--- config.mk ---
export PLATFORM = sky130hd
export DESIGN_NAME = rcg_ctrl_rcc_mc
export DESIGN_NICKNAME = d
export VERILOG_FILES = /design/src/rtl/rcg_ctrl_rcc_mc.sv
export SDC_FILE = /design/constraint.sdc
export NUM_CORES = 1
export LEC_CHECK = 0
export ABC_CLOCK_PERIOD_IN_PS = 3850
export BUFFER_PORTS_ARGS = -buffer_cell sky130_fd_sc_hd__buf_2
export CORE_MARGIN = 4
export CORE_UTILIZATION = 55
export DETAILED_ROUTE_END_ITERATION = 8
export GPL_TIMING_DRIVEN = 0
export PLACE_DENSITY_LB_ADDON = 0.2
export REMOVE_ABC_BUFFERS = 1
export SYNTH_ARGS = -nofsm -noshare
export SYNTH_HDL_FRONTEND = slang
export SYNTH_SLANG_ARGS = --single-unit
--- constraint.sdc ---
create_clock -name clk_in -period 3.85 [get_ports clk_in]
set_clock_uncertainty 0.15 [all_clocks]
set_input_delay 0.1925 -clock clk_in [delete_from_list [all_inputs] [get_ports clk_in]]
set_output_delay 0.1925 -clock clk_in [all_outputs]
set_load 0.02 [all_outputs]
--- src/rtl/rcg_ctrl_rcc_mc.sv ---
// rcg_ctrl_rcc_mc
//
// Multi-channel reset / clock-gate / divider-enable sequencer. Each channel
// runs its own OFF -> PRE -> ON -> DREQ -> OFF sequence from one source clock.
// Gated clocks are built outside the block from ch_cg_en.
//
// Ports
//   clk_in          source clock, rising edge
//   hgrst_n         hard reset, asynchronous, active-low
//   grst_n          soft global reset, synchronous, active-low
//   scan_mode       forces ch_cg_en/ch_div_en low and ch_rst_n high
//   gclk_div_en     divider enable qualifier
//   ch_req_on       per-channel on request (level)
//   ch_force_on     per-channel hold-on (level)
//   ch_force_off    per-channel force-off, highest priority
//   ch_hw_rst_req   per-channel re-reset pulse, honoured only while ON
//   ch_disable_ack  per-channel disable acknowledge
//   ch_cgen_dly     per-channel reset-hold cycles, channel i at [i*DLY_W +: DLY_W]
//   ch_to_err_clr   per-channel clear of the sticky timeout flag
//   ch_rst_n        module reset, active-low
//   ch_cg_en        clock-gate enable
//   ch_div_en       divider enable, DIV_SYNC cycles behind cg_en & gclk_div_en
//   ch_disable_req  disable request to module
//   ch_disable      module disabled indication
//   ch_state        per-channel state, 2 bits each (OFF=0 PRE=1 ON=2 DREQ=3)
//   ch_to_err       sticky disable-ACK timeout flag
//   busy            any channel in PRE or DREQ

module rcg_ctrl_rcc_mc #(
    parameter int unsigned NCH      = 4,
    parameter int unsigned DLY_W    = 8,
    parameter int unsigned DIV_SYNC = 2,
    parameter int unsigned ACK_TO   = 255
) (
    input  logic                   clk_in,
    input  logic                   hgrst_n,
    input  logic                   grst_n,
    input  logic                   scan_mode,
    input  logic                   gclk_div_en,
    input  logic [NCH-1:0]         ch_req_on,
    input  logic [NCH-1:0]         ch_force_on,
    input  logic [NCH-1:0]         ch_force_off,
    input  logic [NCH-1:0]         ch_hw_rst_req,
    input  logic [NCH-1:0]         ch_disable_ack,
    input  logic [NCH*DLY_W-1:0]   ch_cgen_dly,
    input  logic [NCH-1:0]         ch_to_err_clr,
    output logic [NCH-1:0]         ch_rst_n,
    output logic [NCH-1:0]         ch_cg_en,
    output logic [NCH-1:0]         ch_div_en,
    output logic [NCH-1:0]         ch_disable_req,
    output logic [NCH-1:0]         ch_disable,
    output logic [2*NCH-1:0]       ch_state,
    output logic [NCH-1:0]         ch_to_err,
    output logic                   busy
);

    typedef enum logic [1:0] {
        StOff  = 2'd0,
        StPre  = 2'd1,
        StOn   = 2'd2,
        StDreq = 2'd3
    } ch_state_e;

    // ACK_TO = 0 still needs a 1-bit counter so the logic stays well formed.
    localparam int unsigned TCNT_W = (ACK_TO == 0) ? 1 : $clog2(ACK_TO + 1);
    localparam logic [TCNT_W-1:0] TCNT_MAX  = '1;
    localparam logic [TCNT_W-1:0] TCNT_LAST = (ACK_TO == 0) ? '0 : TCNT_W'(ACK_TO - 1);

    logic [NCH-1:0] ch_busy;

    for (genvar i = 0; i < NCH; i++) begin : g_ch
        ch_state_e           state_q, state_d;
        logic [DLY_W-1:0]    cnt_q, cnt_d;
        logic [TCNT_W-1:0]   tcnt_q, tcnt_d;
        logic                to_err_q, to_err_d;
        logic                to_set;
        logic                on_req;
        logic [DLY_W-1:0]    dly;
        logic                cg_int;
        logic                div_in;
        logic [DIV_SYNC-1:0] div_pipe_q;

        assign on_req = ch_req_on[i] | ch_force_on[i];
        assign dly    = ch_cgen_dly[i*DLY_W +: DLY_W];

        always_comb begin
            state_d = state_q;
            cnt_d   = cnt_q;
            tcnt_d  = tcnt_q;
            to_set  = 1'b0;
            if (ch_force_off[i] || !grst_n) begin
                state_d = StOff;
                cnt_d   = '0;
                tcnt_d  = '0;
            end else begin
                case (state_q)
                    StOff: begin
                        if (on_req) begin
                            state_d = StPre;
                            cnt_d   = dly;
                        end
                    end
                    StPre: begin
                        if (cnt_q == '0) begin
                            state_d = StOn;
                        end else begin
                            cnt_d = cnt_q - 1'b1;
                        end
                    end
                    StOn: begin
                        if (ch_hw_rst_req[i]) begin
                            state_d = StPre;
                            cnt_d   = dly;
                        end else if (!on_req) begin
                            state_d = StDreq;
                            tcnt_d  = '0;
                        end
                    end
                    StDreq: begin
                        if (ch_disable_ack[i]) begin
                            state_d = StOff;
                        end else if (on_req) begin
                            state_d = StOn;
                        end else if ((ACK_TO != 0) && (tcnt_q == TCNT_LAST)) begin
                            state_d = StOff;
                            to_set  = 1'b1;
                        end else if (tcnt_q != TCNT_MAX) begin
                            // Saturate; only reachable when waiting forever.
                            tcnt_d = tcnt_q + 1'b1;
                        end
                    end
                    default: state_d = StOff;
                endcase
            end
        end

        // A timeout and a clear in the same cycle leave the flag set.
        assign to_err_d = to_set | (to_err_q & ~ch_to_err_clr[i]);

        always_ff @(posedge clk_in or negedge hgrst_n) begin
            if (!hgrst_n) begin
                state_q  <= StOff;
                cnt_q    <= '0;
                tcnt_q   <= '0;
                to_err_q <= 1'b0;
            end else begin
                state_q  <= state_d;
                cnt_q    <= cnt_d;
                tcnt_q   <= tcnt_d;
                to_err_q <= to_err_d;
            end
        end

        assign cg_int = (state_q != StOff);
        assign div_in = cg_int & gclk_div_en & ~scan_mode;

        if (DIV_SYNC > 1) begin : g_pipe
            always_ff @(posedge clk_in or negedge hgrst_n) begin
                if (!hgrst_n) begin
                    div_pipe_q <= '0;
                end else begin
                    div_pipe_q <= {div_pipe_q[DIV_SYNC-2:0], div_in};
                end
            end
        end else begin : g_single
            always_ff @(posedge clk_in or negedge hgrst_n) begin
                if (!hgrst_n) begin
                    div_pipe_q <= '0;
                end else begin
                    div_pipe_q <= div_in;
                end
            end
        end

        // Outputs decode straight from the state register; scan only masks them.
        assign ch_rst_n[i]       = state_q[1] | scan_mode;
        assign ch_cg_en[i]       = cg_int & ~scan_mode;
        assign ch_div_en[i]      = div_pipe_q[DIV_SYNC-1] & ~scan_mode;
        assign ch_disable_req[i] = (state_q == StDreq);
        assign ch_disable[i]     = (state_q == StOff);
        assign ch_state[2*i +: 2] = state_q;
        assign ch_to_err[i]      = to_err_q;
        assign ch_busy[i]        = (state_q == StPre) | (state_q == StDreq);
    end

    assign busy = |ch_busy;

endmodule

Word-level counts from Yosys, hierarchy flattened
Cells that the tools add are included.
{"block": "totals", "input_bits": 61, "word_cells": 283, "regBits": 84}
{"block": "op_classes", "reduce_logical": 38, "muxes": 108, "n_addsub": 8, "n_eq_ne": 68, "bitwise_logic": 41}
{"operator": "two-way mux 8 bit", "count": 44}
{"operator": "one-hot mux 8 bit (3 select lines)", "count": 4}
{"operator": "inequality test 3 bit (second input constant)", "count": 24}
{"operator": "two-way mux 2 bit", "count": 32}
{"operator": "one-hot mux 8 bit (2 select lines)", "count": 4}
{"operator": "adder 8 x 1 -> 8 bit (second input constant)", "count": 4}
{"operator": "equality test 8 bit (second input constant)", "count": 4}
{"operator": "logical NOT 8 bit", "count": 4}
{"operator": "inequality test 8 bit (second input constant)", "count": 4}
{"operator": "one-hot mux 2 bit (4 select lines)", "count": 4}
{"operator": "AND reduction 4 bit", "count": 8}
{"operator": "subtractor 8 x 1 -> 8 bit (second input constant)", "count": 4}
{"operator": "AND reduction 7 bit", "count": 4}
{"operator": "inequality test 3 x 1 -> 1 bit (second input constant)", "count": 8}
{"operator": "inequality test 3 x 2 -> 1 bit (second input constant)", "count": 8}
{"operator": "bitwise AND 1 bit", "count": 20}
{"operator": "two-way mux 1 bit", "count": 20}
{"operator": "inequality test 5 x 2 -> 1 bit (second input constant)", "count": 4}
{"operator": "equality test 2 bit (second input constant)", "count": 8}
{"operator": "inequality test 4 bit (second input constant)", "count": 4}
{"operator": "bitwise OR 1 bit", "count": 16}
{"operator": "nonzero test 4 bit", "count": 4}
{"operator": "nonzero test 3 bit", "count": 4}
{"operator": "equality test 2 x 1 -> 1 bit (second input constant)", "count": 4}
{"operator": "other kinds (6)", "count": 19}

Logic depth before layout (Yosys ltp)
Gate-level depths: netlist of the first run.
{"block": "logic_depth", "ltp_word": 7, "mapped_depth": 8, "ltp_nobuf": 7}

Worst setup path before layout of the first run
OpenSTA, ideal clock, no wires.
{"block": "synth_path", "path_kind": "register to register", "start": "register g_ch[1].state_q[1]", "end": "register g_ch[1].cnt_q[0]", "stages_incl_launch_ff": 9, "path_slack_ps": 1452, "setup_ps": 104, "period_less_slack_ps": 2398, "t_arrival_ps": 2144, "n_path_buf": 1, "cell_sequence": "dfrtp_1 > inv_1 > ha_1 > clkbuf_1 > nor2_1 > a211o_1 > a21oi_2 > o21ai_0 > a221oi_1"}
{"block": "synth_via", "elab_chain_len": 3, "word_cells_on_any_way": 10, "cone_classes": "eq/ne: 5; mux: 2; reduce/logical: 3"}
{"item": "start, declared", "line": "72", "rtl": "ch_state_e state_q, state_d;"}
{"item": "start signal, assigned", "line": "142", "rtl": "state_q <= StOff;"}
{"item": "start signal, assigned", "line": "147", "rtl": "state_q <= state_d;"}
{"item": "logical NOT 2 bit (*)"}
{"item": "via ch_disable[1]", "line": "51", "rtl": "output logic [NCH-1:0] ch_disable,"}
{"item": "inequality test 3 x 1 -> 1 bit (no source line) (tied with other cells)"}
{"item": "AND reduction 4 bit (no source line) / two-way mux 8 bit (equally long branches)"}
{"item": "end signal, assigned", "line": "148", "rtl": "cnt_q <= cnt_d;"}
{"item": "end, declared", "line": "73", "rtl": "logic [DLY_W-1:0] cnt_q, cnt_d;"}
The timed path passes the listed nets; every way through them passes the cells marked *.
A chain may end at the register's enable or synchronous reset.

Final worst setup path of the first run
{"block": "layout_path", "start": "register g_ch[0].state_q[1]", "end": "register g_ch[0].cnt_q[0]"}
{"block": "layout_via", "elab_chain_len": 3, "word_cells_on_any_way": 10, "cone_classes": "eq/ne: 5; mux: 2; reduce/logical: 3"}
{"item": "start, declared", "line": "72"}
{"item": "start signal, assigned", "line": "142"}
{"item": "start signal, assigned", "line": "147"}
{"item": "equality test 2 x 1 -> 1 bit (tied with other cells)", "line": "96", "rtl": "case (state_q)"}
{"item": "inequality test 3 bit (no source line) (tied with other cells)"}
{"item": "AND reduction 4 bit (no source line) / two-way mux 8 bit (equally long branches)"}
{"item": "end signal, assigned", "line": "148"}
{"item": "end, declared", "line": "73"}
Parallel ways exist; a longest one is shown, timed or not.

==> results of run 1 <==
## layout make-up
| cell class | instances | area (um2) |
|---|---|---|
| Clock buffer | 13 | 169 |
| Clock inverter | 3 | 20.0 |
| Fill cell | 849 | 3260 |
| Inverter | 34 | 128 |
| Multi-Input combinational cell | 515 | 3240 |
| Sequential cell | 84 | 2100 |
| Tap cell | 133 | 166 |
| Timing Repair Buffer | 118 | 736 |
## registers in the layout, indices dropped and copies added (netlist names)
name / flops
g_ch.div_pipe_q: 8
g_ch.to_err_q: 4
g_ch.cnt_q: 32
g_ch.state_q: 8
g_ch.tcnt_q: 32
## metal layers
layer | vias to the layer above | GRT usage, %
li1 | 2616 | -
met1 | 2547 | 32.1
met2 | 161 | 40.2
met3 | 17 | 4.96
met4 | 0 | 6.67
met5 | - | 0
## through the flow
step | total power [mW] | util [%] | instances | hold WS (ns) | area, um2
after floorplan | 1.50 | - | 633 | -0.253 | 5470
after global placement | 1.71 | 62.1 | 859 | 0.183 | 6100
after detailed placement | 1.73 | 62.4 | 860 | 0.0714 | 6130
after CTS | 2.35 | 66.8 | 900 | 0.00353 | 6560
after global routing | 2.48 | 66.8 | 900 | 0.0340 | 6560
final | 2.34 | 66.8 | 900 | 0.0137 | 6560
## worst register-to-register path, stage by stage, from the launching register on
cell	delay (ns)
dfrtp_1	0.43
inv_1	0.16
ha_1	0.58
clkinv_1	0.48
o41ai_4	0.68
a211oi_1	0.10
a211oi_1	0.26
## cell usage after synthesis, drive strengths merged (8+ instances only)
library cell	instances
ha	29
nor3	16
a211oi	8
nand3	26
nor2b	15
and3	8
nand4	12
inv	33
nand2b	13
or3	8
nand2	52
nor2	71
a21oi	49
clkbuf	15
o31ai	15
a31oi	22
or2	8
dfrtp	84
o21ai	52
mux2i	8
and2	9
## final timing paths
| path | to | from |
|---|---|---|
| setup reg to reg | g_ch[0].cnt_q[0] | g_ch[0].state_q[1] |
| setup / recovery | g_ch[0].cnt_q[0] | g_ch[0].state_q[1] |
| hold / removal | g_ch[0].cnt_q[4] | ch_cgen_dly[4] |
| min in group asynchronous | g_ch[0].cnt_q[4] | hgrst_n |
| max in group asynchronous | g_ch[3].state_q[0] | hgrst_n |
| hold reg to reg | g_ch[2].div_pipe_q[1] | g_ch[2].div_pipe_q[0] |
## report_power, final
group	internal [mW]	leakage [nW]	switching, mW	total [mW]
clock network	0.287	0.0917	0.315	0.602
logic	0.277	1.70	0.461	0.738
registers	0.935	1.15	0.0671	1.00
total	1.50	2.95	0.843	2.34
## kinds of logic (layout without fill, tap and decap cells)
| logic type | Yosys count | in the layout | share of synthesized area (%) |
|---|---|---|---|
| AOI/OAI and AO/OA | 200 | 200 | 23.8 |
| and+or+nand+nor | 269 | 269 | 25.0 |
| muxes | 8 | 8 | 1.44 |
| xor gates and xnor gates | 9 | 9 | 1.42 |
| buffers and inverters | 55 | 168 | 4.03 |
| adders and majority gates | 29 | 29 | 6.52 |
| DFF | 84 | 84 | 37.8 |
## timing repair
| action | 4_1_cts | 5_1_grt |
|---|---|---|
| hold buffers | 24 | 0 |
| endpoints found under the setup margin | 0 | 0 |
| endpoints found under the hold margin | 63 | 0 |
==> results.py, run 1 <==
metrics = {
    "critical_path": {
        "crit_type": "flip-flop to flip-flop",
        "critPathMaxFanout": 16,
        "crit_chain": "inv_1 > ha_1 > clkinv_1 > o41ai_4 > a211oi_1 > a211oi_1",
        "worst_ep_arrival_time_ns": 3.03,
        "max_stage_delay_ns": 0.68,
        "cp.buffers_inverters": 2,
        "cpMaxStageDelayCell": "o41ai_4",
        "cp-end-kind": "flip-flop",
        "reg2reg_slack_ns": 0.93,
        "cp.required_ns": 3.96,
        "path_depth": 6,
        "start_kind": "flip-flop",
        "cpLargestDelayFamily": "compound AO/OA/AOI/OAI gates",
        "worst_path_most_repeated_cell": "a211oi_1",
        "reg2reg_depth": 6,
    },
    "clock_tree": {
        "cts_tree": "done",
        "cts_resized": 0,
        "htreeDepth": 3,
        "cts.sinks": 84,
        "clkTransAtPathRegs_ns": 0.08,
        "cts_buffer_depth": 2,
        "cts_root_buf": "clkbuf_8",
        "clkLatencyLatePin_ns": 0.35,
        "cts_made_buffers": 9,
        "cts_setup_buffers": 0,
    },
    "timing": {
        "finalSetupViolCount": 0,
        "slew_viol_final": 0,
        "max_freq_ghz": 0.342,
        "relSlewSlack_pct": 20.6,
        "min_period_ns": 2.92,
        "min_period_over_period_pct": 75.9,
        "final_hold_viol_count": 0,
        "rsz0062_at_grt": "no",
        "worst_pin_slew_ns": 1.19,
        "setup_ws_ns": 0.929,
        "setup_tns_ns": 0,
    },
    "run_status": {
        "outcome": "finished clean",
    },
    "die": {
        "rows": 36,
        "start_util_pct": 56.6,
        "die_w_um": 109,
        "die_area_mm2": 0.0118,
        "die_h_um": 109,
        "core_mm2": 0.00982,
        "ios": 94,
    },
    "yosys": {
        "ys_top_cells_by_area": "dfrtp_1 38%, ha_1 6.5%, nor2_1 4.7%",
        "synth_ff_type": "dfrtp_1",
        "ys_types": 73,
        "avgSynthCellArea_um2": 8.50,
        "synthArstFlopShare_pct": 100,
        "synth_edf_count": 0,
        "synth_area_leader_cell": "dfrtp_1",
        "yosys_warnings": 0,
        "synth-seq-area-share_pct": 37.8,
        "synthCells": 654,
        "synth-seq-cells": 84,
        "synth_area_mm2": 0.00556,
        "synth.top_cell.area_share_pct": 37.8,
    },
    "drt": {
        "drc": 0,
        "drt-initial-drc-count": 265,
        "drtPass1Iterations": 4,
        "routedWlPerCell_um": 15.4,
        "avgViaCountPerCell": 5.93,
        "wirelength_mm": 13.9,
        "wl_met1_mm": 6.25,
        "drt.antenna.violating_nets": 0,
        "routed.top_layer": "met4",
        "wl_met3_um": 793,
        "vias": 5341,
        "met2_length_mm": 6.60,
    },
    "final_layout": {
        "antennaDiodeCount": 0,
        "final_common_cell": "buf_2",
        "mostFrequentLayoutCells": "92 x buf_2, 84 x dfrtp_1, 70 x nor2_1",
        "syn2layout_area_growth_pct": 17.9,
        "layout.nets": 852,
        "drive_above_1_share_pct": 17.3,
    },
    "grt": {
        "antenna_found_initial": 0,
        "grtUsageTotal_pct": 24.2,
        "grt_pass1_wl_mm": 23.2,
        "overflow": 0,
        "grt_pass1_vias": 5105,
        "grt_max_degree": 44,
    },
    "pwr": {
        "leakagePower_nw": 2.95,
        "p_per_area_mw_per_mm2": 357,
        "irDropWorstVdd_mv": 0.253,
    },
    "placement": {
        "place.detailed.hpwl_mm": 10.1,
        "routabilityCongestion": 0.895,
        "port_buffers": 93,
        "dp_slack_ns": 0.962,
    },
    "min_path": {
        "whs_path_depth": 3,
        "hold_path.class": "input pin to flip-flop",
    },
    "flow_run": {
        "cap_violations": 0,
    },
}
Note: power is estimated with default switching activity, not from simulation.
==> run 2: changes to the inputs <==
ABC_CLOCK_PERIOD_IN_PS = 2600   (was 3850)
CORE_UTILIZATION = 52   (was 55)
clock period = 2.6 ns   (was 3.85 ns; I/O delays follow)
==> results.py, run 2 (same netlist as run 1, synthesis figures left out) <==
metrics = {
    "pwr": {
        "comb_power_share_pct": 31.4,
        "seq_power_share_pct": 40.5,
        "p_sw_mw": 1.27,
        "power_frac_clock_pct": 28.1,
        "p_per_area_mw_per_mm2": 535,
        "p_int_mw": 2.40,
        "leakagePower_nw": 3.07,
        "p_sw_share_pct": 34.6,
        "irDropWorstVdd_mv": 0.429,
    },
    "placement": {
        "dpl-instance-area_mm2": 0.00613,
        "dp_slack_ns": -0.337,
        "routabilityCongestion": 0.903,
        "place.detailed.hpwl_mm": 10.1,
        "port_buffers": 93,
        "dp_cells": 863,
    },
    "drt": {
        "drt-initial-drc-count": 358,
        "drc": 0,
        "wirelength_mm": 14.2,
        "vias": 5457,
        "avgViaCountPerCell": 5.89,
        "drt.antenna.violating_nets": 0,
        "routedWlPerCell_um": 15.3,
        "drtPass1Iterations": 5,
    },
    "flow_run": {
        "cap_violations": 0,
    },
    "die": {
        "rows": 37,
        "die_area_mm2": 0.0124,
        "core_mm2": 0.0104,
        "start_util_pct": 53.6,
        "die_h_um": 111,
        "ios": 94,
        "die_w_um": 111,
    },
    "clock_tree": {
        "cts_tree": "done",
        "clkLatencyLatePin_ns": 0.36,
        "cts.sinks": 84,
        "cts_made_buffers": 9,
        "cts_buffer_depth": 2,
        "clkTransAtPathRegs_ns": 0.08,
        "cts_root_buf": "clkbuf_8",
        "htreeDepth": 3,
    },
    "timing": {
        "rsz0062_at_grt": "no",
        "final_hold_viol_count": 0,
        "max_freq_ghz": 0.405,
        "setup_tns_ns": 0,
        "relSlewSlack_pct": 21.8,
        "slew_viol_final": 0,
        "finalSetupViolCount": 0,
        "worst_pin_slew_ns": 1.17,
        "setup_ws_ns": 0.131,
        "min_period_over_period_pct": 95.0,
        "min_period_ns": 2.47,
    },
    "grt": {
        "grtUsageTotal_pct": 23.0,
        "antenna_found_initial": 0,
        "overflow": 0,
        "grt_pass1_wl_mm": 24.1,
        "grt_max_degree": 54,
        "grt_pass1_vias": 5303,
    },
    "min_path": {
        "holdCritStartpoint": "ch_disable_ack[0]",
        "whs_path_depth": 4,
        "hold_path.class": "input pin to flip-flop",
        "whs_endpoint": "g_ch[0].tcnt_q[1]",
    },
    "final_layout": {
        "fin_util_pct": 66.1,
        "layout.nets": 876,
        "reg.largest.list": "g_ch.cnt_q (32), g_ch.tcnt_q (32)",
        "antennaDiodeCount": 0,
        "syn2layout_area_growth_pct": 23.3,
        "fill_cells": 857,
        "final_common_cell": "buf_2",
        "fin_area_mm2": 0.00686,
        "drive_above_1_share_pct": 18.1,
        "mostFrequentLayoutCells": "92 x buf_2, 84 x dfrtp_1, 70 x nor2_1",
        "instances_no_fill": 927,
    },
    "critical_path": {
        "cpMaxStageDelayCell": "or3b_2",
        "cp.required_ns": 2.72,
        "start_kind": "flip-flop",
        "crit_type": "flip-flop to flip-flop",
        "critPathMaxFanout": 8,
        "crit_chain": "inv_1 > ha_2 > or3b_2 > o211ai_1 > a41oi_4 > buf_4 > a21bo_2 > a31oi_1",
        "worst_ep_arrival_time_ns": 2.59,
        "reg2reg_depth": 8,
        "reg2reg_slack_ns": 0.13,
        "max_stage_delay_ns": 0.48,
        "r2r-start": "g_ch[2].state_q[0]",
        "cp-end-kind": "flip-flop",
        "timing.rr.end": "g_ch[2].cnt_q[4]",
    },
    "run_status": {
        "outcome": "finished clean",
    },
}
[run 2: worst max path at each step]
| stage | startpoint | endpoint | slack [ns] |
|---|---|---|---|
| 2_1_floorplan | g_ch[0].state_q[1] | g_ch[0].cnt_q[1] | 0.12 |
| 3_3_place_gp | g_ch[0].state_q[1] | g_ch[0].cnt_q[0] | -0.26 |
| 3_5_place_dp | g_ch[0].state_q[1] | g_ch[0].cnt_q[0] | -0.34 |
| 4_1_cts | g_ch[2].state_q[1] | g_ch[2].cnt_q[0] | 0.06 |
| 5_1_grt | g_ch[1].state_q[0] | g_ch[1].cnt_q[0] | 0.02 |
| 6_report | g_ch[2].state_q[0] | g_ch[2].cnt_q[4] | 0.13 |
[run 2: layout make-up]
| class | instances | area [um2] | area share (%) |
|---|---|---|---|
| Multi-Input combinational cell | 515 | 3270 | 47.7 |
| Inverter | 34 | 129 | 1.88 |
| Timing Repair Buffer | 142 | 966 | 14.1 |
| Tap cell | 136 | 170 | 2.48 |
| Sequential cell | 84 | 2100 | 30.7 |
| Clock inverter | 4 | 72.6 | 1.06 |
| Clock buffer | 12 | 145 | 2.12 |
[run 2: repair_timing]
action                                  in CTS  in global routing
resized for setup                            4                  4
pin swaps                                    1                  2
endpoints found under the setup margin       8                  6
hold endpoints to repair                   124                  0
hold buffers                                44                  0
buffers inserted                             0                  4
[run 2: through the flow]
stage,power (mW),hold WS [ns]
floorplan,2.23,-0.316
global route,3.89,0.0473
finish,3.67,0.0219
global placement,2.53,0.168
detailed placement,2.57,-0.0348
CTS,3.67,0.000704
[run 2: routing by layer]
layer	GRT usage (%)	vias up	part of all wire [%]
li1	-	2665	-
met1	31.9	2571	46
met2	36.6	200	46
met3	3.21	21	6.1
met4	8.92	0	2.0
met5	0	-	0
[run 2: power by group through the flow]
stage	sequential [mW]	combinational, mW	clock, mW
6_report	1.49	1.15	1.03
5_1_grt	1.50	1.27	1.11
4_1_cts	1.48	1.11	1.07
3_5_place_dp	1.51	1.06	0
3_3_place_gp	1.51	1.02	0
2_1_floorplan	1.50	0.724	0
[run 2: worst max-delay path: cells and delay by family (launching register included)]
kind | cells | cell delay, ns
buffers and inverters | 2 | 0.34
adder cells (fa/ha/maj) | 1 | 0.25
flip-flops | 1 | 0.46
AO/OA/AOI/OAI | 4 | 0.71
AND/OR/NAND/NOR | 1 | 0.48
